File: src/rtl/dram_pkg.sv
// Shared definitions for the data-RAM arbiter and the RAM wrapper:
// funct3-style op codes, port IDs and the request bundle.
package dram_pkg;

    localparam logic [2:0] OP_SB  = 3'b000;
    localparam logic [2:0] OP_SH  = 3'b001;
    localparam logic [2:0] OP_SW  = 3'b010;
    localparam logic [2:0] OP_LB  = 3'b000;
    localparam logic [2:0] OP_LH  = 3'b001;
    localparam logic [2:0] OP_LW  = 3'b010;
    localparam logic [2:0] OP_LBU = 3'b100;
    localparam logic [2:0] OP_LHU = 3'b101;

    localparam logic PORT0 = 1'b0;
    localparam logic PORT1 = 1'b1;

    typedef struct packed {
        logic        we;
        logic [2:0]  op;
        logic [31:0] addr;
        logic [31:0] wdata;
    } dram_req_t;

    // Low address bits that must be zero for the access size encoded in op[1:0].
    function automatic logic [1:0] op_align_mask(input logic [2:0] op);
        case (op[1:0])
            2'b01:   return 2'b01;
            2'b10:   return 2'b11;
            default: return 2'b00;
        endcase
    endfunction

endpackage

File: src/rtl/dram_acc_check.sv
// Combinational legality check of a single RAM request: op code valid for
// the direction, natural alignment, and address inside the RAM.
module dram_acc_check
    import dram_pkg::*;
#(
    parameter int ADDR_W = 14
) (
    input  logic        we,
    input  logic [2:0]  op,
    input  logic [31:0] addr,
    output logic        illegal
);

    logic op_ok;
    logic misalign;
    logic out_of_range;

    always_comb begin
        if (we) begin
            op_ok = (op == OP_SB) || (op == OP_SH) || (op == OP_SW);
        end else begin
            op_ok = (op == OP_LB) || (op == OP_LH) || (op == OP_LW) ||
                    (op == OP_LBU) || (op == OP_LHU);
        end
    end

    assign misalign     = |(addr[1:0] & op_align_mask(op));
    assign out_of_range = |(addr >> ADDR_W);
    assign illegal      = !op_ok || misalign || out_of_range;

endmodule

File: src/rtl/dram_arbiter.sv
// Two-port arbiter in front of the single-port data RAM wrapper (LSU on
// port 0, DMA/debug loader on port 1) with a one-cycle registered response.
module dram_arbiter
    import dram_pkg::*;
#(
    parameter int ADDR_W    = 14,
    parameter int PRIO_MODE = 0,
    parameter int MAX_WAIT  = 8
) (
    input  logic        sclk,
    input  logic        rstn,

    input  logic        p0_req,
    input  logic        p0_we,
    input  logic [2:0]  p0_op,
    input  logic [31:0] p0_addr,
    input  logic [31:0] p0_wdata,
    output logic        p0_gnt,
    output logic        p0_rvalid,
    output logic        p0_err,
    output logic [31:0] p0_rdata,

    input  logic        p1_req,
    input  logic        p1_we,
    input  logic [2:0]  p1_op,
    input  logic [31:0] p1_addr,
    input  logic [31:0] p1_wdata,
    output logic        p1_gnt,
    output logic        p1_rvalid,
    output logic        p1_err,
    output logic [31:0] p1_rdata,

    output logic        mem_wr,
    output logic        mem_rd,
    output logic [2:0]  mem_op,
    output logic [31:0] mem_addr,
    output logic [31:0] mem_wdata,
    input  logic [31:0] mem_rdata
);

    logic       rr_last;
    logic [7:0] wait_cnt;
    logic       rsp_vld;
    logic       rsp_id;
    logic       rsp_err;
    logic       rsp_rd;

    logic       win;
    logic       gnt_any;
    logic       illegal;
    logic       legal;
    dram_req_t  win_req;

    always_comb begin
        win = PORT0;
        if (p0_req && p1_req) begin
            if (PRIO_MODE == 0) begin
                win = (rr_last == PORT0) ? PORT1 : PORT0;
            end else begin
                win = (wait_cnt == 8'(MAX_WAIT)) ? PORT1 : PORT0;
            end
        end else if (p1_req) begin
            win = PORT1;
        end
    end

    // Grants are gated by rstn so nothing reaches the RAM while reset is held.
    assign gnt_any = rstn && (p0_req || p1_req);
    assign p0_gnt  = gnt_any && (win == PORT0);
    assign p1_gnt  = gnt_any && (win == PORT1);

    assign win_req = (win == PORT1) ? {p1_we, p1_op, p1_addr, p1_wdata}
                                    : {p0_we, p0_op, p0_addr, p0_wdata};

    dram_acc_check #(
        .ADDR_W (ADDR_W)
    ) u_check (
        .we      (win_req.we),
        .op      (win_req.op),
        .addr    (win_req.addr),
        .illegal (illegal)
    );

    assign legal     = gnt_any && !illegal;
    assign mem_wr    = legal && win_req.we;
    assign mem_rd    = legal && !win_req.we;
    assign mem_op    = gnt_any ? win_req.op    : 3'b000;
    assign mem_addr  = gnt_any ? win_req.addr  : 32'h0;
    assign mem_wdata = gnt_any ? win_req.wdata : 32'h0;

    always_ff @(posedge sclk or negedge rstn) begin
        if (!rstn) begin
            rr_last  <= PORT1;
            wait_cnt <= 8'd0;
            rsp_vld  <= 1'b0;
            rsp_id   <= PORT0;
            rsp_err  <= 1'b0;
            rsp_rd   <= 1'b0;
        end else begin
            rsp_vld <= gnt_any;
            rsp_err <= gnt_any && illegal;
            rsp_rd  <= legal && !win_req.we;
            if (gnt_any) begin
                rsp_id  <= win;
                rr_last <= win;
            end
            if (!p1_req || p1_gnt) begin
                wait_cnt <= 8'd0;
            end else if (wait_cnt != 8'hff) begin
                wait_cnt <= wait_cnt + 8'd1;
            end
        end
    end

    assign p0_rvalid = rsp_vld && (rsp_id == PORT0);
    assign p1_rvalid = rsp_vld && (rsp_id == PORT1);
    assign p0_err    = p0_rvalid && rsp_err;
    assign p1_err    = p1_rvalid && rsp_err;
    assign p0_rdata  = (p0_rvalid && rsp_rd) ? mem_rdata : 32'h0;
    assign p1_rdata  = (p1_rvalid && rsp_rd) ? mem_rdata : 32'h0;

endmodule

File: config.mk
export PLATFORM = sky130hd
export DESIGN_NAME = dram_arbiter
export DESIGN_NICKNAME = d
export VERILOG_FILES = /design/src/rtl/dram_pkg.sv /design/src/rtl/dram_acc_check.sv /design/src/rtl/dram_arbiter.sv
export SDC_FILE = /design/constraint.sdc
export NUM_CORES = 1
export LEC_CHECK = 0
export ABC_AREA = 1
export CORE_AREA = 2 2 120 122
export DETAILED_ROUTE_END_ITERATION = 8
export DIE_AREA = 0 0 122 124
export SLEW_MARGIN = 40
export SYNTH_ARGS = -nofsm -noshare
export SYNTH_HDL_FRONTEND = slang
export SYNTH_HIERARCHICAL = 1
export SYNTH_SLANG_ARGS = --single-unit
export TNS_END_PERCENT = 1
File: constraint.sdc
create_clock -name sclk -period 7.8 [get_ports sclk]
set_input_delay 1.95 -clock sclk [delete_from_list [all_inputs] [get_ports sclk]]
set_output_delay 1.95 -clock sclk [all_outputs]
set_load 0.02 [all_outputs]
# Word level (Yosys, flattened, before mapping)
# Index checks and enable logic that the tools add are counted.
[word_totals]
register_bits = 5
elab_cells = 52
inputBits = 172
out_inout_bits = 139
[classes]
reduce_logical = 27
n_eq_ne = 6
muxes = 11
bitwise = 3
[ops]
columns = ["cell", "n"]
rows = [
  ["32-bit 2-to-1 mux", 4],
  ["68-bit 2-to-1 mux", 1],
  ["18-bit OR reduction", 1],
  ["1-bit logical AND", 14],
  ["1-bit logical OR", 7],
  ["3-bit equality test (second input constant)", 2],
  ["1-bit 2-to-1 mux", 4],
  ["2-bit one-hot mux with 2 select lines", 1],
  ["3-bit by 1-bit equality test with 1-bit output (second input constant)", 1],
  ["3-bit by 2-bit equality test with 1-bit output (second input constant)", 1],
  ["1-bit zero test", 3],
  ["3-bit zero test", 1],
  ["3-bit 2-to-1 mux", 1],
  ["2-bit AND", 1],
  ["2-bit by 1-bit equality test with 1-bit output (second input constant)", 1],
  ["2-bit equality test (second input constant)", 1],
  ["1-bit inverter", 2],
  ["2-bit OR reduction", 1],
]

# Logic depth before layout (Yosys ltp)
# Gate-level depths: netlist (run 1).
[depth]
ltp_word = 15
mapped_depth = 17
ltp_nobuf = 16

# Hierarchy
# The synthesis (run 1) kept the hierarchy.
[by_module_without_submodules]
columns = ["module", "area_each_um2", "n_inst", "cells_per_inst", "seq_area_each_um2"]
rows = [
  ["dram_arbiter", 2248.4, 1, 517, 126.4],
  ["dram_acc_check", 207.7, 1, 46, 0.0],
]

# Worst setup path before layout (run 1)
# OpenSTA, ideal clock, no wires.
[synth_path]
path_type = "input -> output"
startpoint = "input port p0_req"
endpoint = "output port mem_rd"
required_time_ns = 5.850
arrival_ns = 3.647
slack_ns = 2.203
path_buffers = 1
cell_stages = 17
path_cell_list = "nand2_1 nand2_1 buf_2 nand2_1 nand2_1 inv_1 inv_1 ha_1 nand2_1 nand2_1 clkinv_1 nand2_1 nor2_1 nand2_1 inv_1 nand2_1 nor2_1"
[synth_rtl]
columns = ["element", "line_no", "rtl"]
rows = [
  ["start: declaration", "dram_arbiter.sv:13", "input logic p0_req,"],
  ["end: declaration", "dram_arbiter.sv:34", "output logic mem_rd,"],
]

==> reports/metrics.cfg, run 1 <==
[finish]
final_cell_mix = clkdlybuf4s50_1, inv_1, nand2_1
design_area_um2 = 5750
syn_to_final_growth_pct = 139
final_common_cell = clkdlybuf4s50_1
nets = 1013
final.fill_count = 1524
seqCellArea_um2 = 126
num_antenna_cells = 0
multi_input_area_um2 = 1560
drive_gt1_share_pct = 2.63

[critical_path]
crit_arrival_ns = 5.07
cp_max_fo = 69
end_kind = output port
crit_required_ns = 5.85
regToRegSetupSlack_ns = 5.42
start_kind = input port
criticalPathCategory = in2out

[clock_tree]
cts_buffers = 3
postCtsResizedCells = 0
cts_sinks = 5
clkLatencyLatePin_ns = 0.23
postCtsSetupBuffers = 0
cts_tree = done
clk_pin_slew_ns = 0.03
h-tree-depth = 1
cts_root_buf = clkbuf_16
clock_path_buffers = 2
ctsHoldBuffers = 0

[sta]
relSlewSlack_pct = 53.9
timing.fmax_mhz = 142
rsz0062_at_grt = false
slew_violations = 0
finalHoldViolations = 0
fin_crit_sh_pct = 90.0
worstMarginPinSlew_ns = 0.692
min_period_ns = 7.02
tns_ns = 0
fin_skew_ns = 0.00260
finalSetupViolations = 0

[global_routing]
grt_antenna_before_repair = 0
grt_max_degree = 70
globalRouteMet3Util_pct = 4.95
gr-usage-met2_pct = 30.1
grt_util_met1_pct = 18.7
grt_overflow = 0
grt_use_total_pct = 16.4
grt_pass1_vias = 3858
grt_pass1_wl_um = 19700
busiest_layer = met2

[logic_synthesis]
syn_area_um2 = 2410
synth_cells = 551
synth_warnings = 6
synth_nets = 726
avgSynthCellArea_um2 = 4.38

[placed_design]
dp_hpwl_um = 11100
io_buffers = 310
placedInstanceArea_um2 = 5680
gp_congestion = 0.802

[floorplanning]
die_w_um = 122
ioPinCount = 311
core_area_um2 = 13700
design.die.area_um2 = 15100
row_count = 43
start_util_pct = 17.6
die_y_um = 124

[routing]
detail-route-antenna-nets = 0
viasPerCell = 4.11
via_count = 4182
wl_per_cell_um = 13.2
wl_um = 13500
first_pass_iters = 4
drc = 0
drt_iter0_drc = 161

[worst_hold_path]
min_path_type = reg2reg

[power]
powerDensity_nw_per_um2 = 72.4
ir_drop_mv = 0.0341
p_leak_nw = 3.01
seqPwrFrac_pct = 7.3
p_clk_share_pct = 20.2
switching_power_w = 0.000163
power_frac_comb_pct = 72.6
p_int_w = 0.000254
p_sw_share_pct = 39.1

[status]
status = finished clean

[flow_run]
drv_cap = 0

layout make-up:
class                           instances  share of cell area (%)
Inverter                              151                    9.85
Timing Repair Buffer                  321                    55.5
Clock buffer                            4                    1.37
Sequential cell                         5                    2.20
Multi-Input combinational cell        356                    27.1
Tap cell                              180                    3.91
through the flow:
stage               util, %  total power [W]  worst slack [ns]  instances  hold WS (ns)
detailed placement     41.4         0.000336             0.726       1013         0.480
CTS                    41.9         0.000422             0.719       1017         0.483
global placement       41.1         0.000333             0.759       1011         0.473
global route           41.9         0.000450             0.434       1017         0.504
floorplan                 -         0.000166              2.20        551         0.447
finish                 41.9         0.000417             0.782       1017         0.479
power groups by stage:
stage	Clock, W	Combinational [W]	Sequential [W]
final	0.0000841	0.000302	0.0000303
after global routing	0.0000876	0.000332	0.0000304
after CTS	0.0000855	0.000307	0.0000303
after detailed placement	0	0.000305	0.0000305
after global placement	0	0.000302	0.0000305
after floorplan	0	0.000136	0.0000299
worst max-delay path: stages:
cell             delay, ns
clkdlybuf4s50_1       0.48
nand2_2               0.11
buf_4                 0.57
nand3_1               0.14
nand2_1               0.12
inv_1                 0.06
inv_1                 0.08
ha_1                  0.23
nand2_1               0.06
nand2_1               0.05
clkinv_1              0.04
nand2_1               0.04
nor2_1                0.09
nand2_1               0.06
inv_1                 0.06
nand2_1               0.06
nor2_1                0.17
clkdlybuf4s50_1       0.68
registers in the layout (all words and copies together) (netlist names):
name / flops
rr_last: 1
rsp_err: 1
rsp_id: 1
rsp_rd: 1
rsp_vld: 1
layer usage:
layer / vias up / share of wire [%] / wire length (um)
met2: 210 / 49 / 6540
met1: 1780 / 39 / 5300
met5: - / 0 / 0
met4: 0 / 1.4 / 195
li1: 2178 / - / -
met3: 14 / 11 / 1430
worst paths after layout:
check	endpoint	from	cells past startpoint
max	mem_rd	p0_req	18
min	rr_last	rr_last	2
max reg2reg	rsp_rd	rr_last	16
min reg2reg	rr_last	rr_last	2
max in group asynchronous	rr_last	rstn	2
min in group asynchronous	rsp_rd	rstn	2
No activity file was read; power rests on OpenSTA's default activity.
==> run 2, diff against run 1 <==
--- a/config.mk
+++ b/config.mk
@@ -7,6 +7,7 @@
 export LEC_CHECK = 0
 export ABC_AREA = 1
 export CORE_AREA = 2 2 120 122
+export CTS_BUF_LIST = sky130_fd_sc_hd__clkbuf_8
 export DETAILED_ROUTE_END_ITERATION = 8
 export DIE_AREA = 0 0 122 124
 export SLEW_MARGIN = 40
==> reports/metrics.cfg, run 2 (same netlist as run 1, synthesis figures left out) <==
[power]
powerDensity_nw_per_um2 = 66.2
ir_drop_mv = 0.0337
p_leak_nw = 3.00
p_total_w = 0.000379

[global_routing]
grt_pass1_vias = 3826
grt_pass1_wl_um = 19500
grt_antenna_before_repair = 0
grt_max_degree = 70
grt_use_total_pct = 16.2
grt_overflow = 0

[critical_path]
criticalPathCategory = in2out
reg2reg_from = rr_last
r2r_cells = 16
crit_required_ns = 5.85
start_kind = input port
crit_arrival_ns = 5.04
cp_max_fo = 69
regToRegSetupSlack_ns = 5.45
reg2reg_to = rsp_rd
end_kind = output port

[worst_hold_path]
min_path_cells = 2
worstHoldStart = rr_last
min_path_type = reg2reg
hold_path_end = rr_last

[flow_run]
drv_cap = 0

[clock_tree]
postCtsSetupBuffers = 0
cts_sinks = 5
ctsHoldBuffers = 0
cts_tree = done
cts_buffers = 3
postCtsResizedCells = 0
clkLatencyLatePin_ns = 0.22
clk_pin_slew_ns = 0.04
cts_root_buf = clkbuf_8
clock_path_buffers = 2
h-tree-depth = 1

[sta]
tns_ns = 0
fin_skew_ns = 0.00399
slew_violations = 0
finalHoldViolations = 0
worstMarginPinSlew_ns = 0.687
holdWs_ns = 0.478
fin_crit_sh_pct = 89.6
timing.fmax_mhz = 143
finalSetupViolations = 0
relSlewSlack_pct = 54.2
min_period_ns = 6.99
rsz0062_at_grt = false

[floorplanning]
row_count = 43
core_area_um2 = 13700
design.die.area_um2 = 15100
ioPinCount = 311
start_util_pct = 17.6
die_y_um = 124
die_w_um = 122

[finish]
final_core_util_pct = 41.7
drive_gt1_share_pct = 2.63
num_antenna_cells = 0
final.fill_count = 1526
final_cell_mix = clkdlybuf4s50_1, inv_1, nand2_1
design_area_um2 = 5720
final_common_cell = clkdlybuf4s50_1
seqCellArea_um2 = 126
nets = 1013
multi_input_area_um2 = 1560
syn_to_final_growth_pct = 137

[placed_design]
dp_hpwl_um = 11100
io_buffers = 310
gp_congestion = 0.802
placedInstanceArea_um2 = 5680

[routing]
detail-route-antenna-nets = 0
drc = 0
viasPerCell = 4.06
first_pass_iters = 4
wl_um = 13400
wl_per_cell_um = 13.2
via_count = 4128
drt_iter0_drc = 168

[status]
status = finished clean

==> run 2: worst max-delay path, stage by stage <==
cell and delay (ns):
clkdlybuf4s50_1 0.48, nand2_2 0.11, buf_4 0.54, nand3_1 0.14, nand2_1 0.12, inv_1 0.06
inv_1 0.08, ha_1 0.23, nand2_1 0.06, nand2_1 0.05, clkinv_1 0.04, nand2_1 0.04
nor2_1 0.09, nand2_1 0.06, inv_1 0.06, nand2_1 0.06, nor2_1 0.18, clkdlybuf4s50_1 0.68
==> run 2: cell type report <==
class	count	area share, %
Multi-Input combinational cell	356	27.3
Sequential cell	5	2.21
Timing Repair Buffer	321	55.9
Inverter	151	9.91
Tap cell	180	3.94
Clock inverter	1	0.0656
Clock buffer	3	0.722
==> run 2: per-layer routing <==
| metal | vias to the layer above | track usage (%) | share of wire, % |
|---|---|---|---|
| met5 | - | 0 | 0 |
| met4 | 0 | 3.30 | 1.3 |
| met3 | 12 | 4.81 | 11 |
| met2 | 196 | 29.5 | 49 |
| met1 | 1742 | 18.9 | 39 |
| li1 | 2178 | - | - |
==> run 2: how the worst max path moves through the flow <==
stage | slack, ns | to | start | cells after the start
2_1_floorplan | 2.20 | mem_rd | p0_req | 17
3_3_place_gp | 0.76 | mem_rd | p0_req | 18
3_5_place_dp | 0.73 | mem_rd | p0_req | 18
4_1_cts | 0.72 | mem_rd | p0_req | 18
5_1_grt | 0.44 | mem_rd | p0_req | 18
6_report | 0.81 | mem_rd | p0_req | 18
==> run 2: where the power goes <==
| group | total, W | switching, W | internal [W] |
|---|---|---|---|
| sequential | 0.0000302 | 0.00000159 | 0.0000286 |
| clock | 0.0000464 | 0.0000126 | 0.0000337 |
| combinational | 0.000302 | 0.000144 | 0.000158 |
| total | 0.000379 | 0.000159 | 0.000220 |
==> run 2: through the flow <==
stage / worst slack, ns / cells
floorplan: 2.20 / 551
global placement: 0.759 / 1011
detailed placement: 0.726 / 1013
CTS: 0.720 / 1017
global route: 0.445 / 1017
finish: 0.811 / 1017
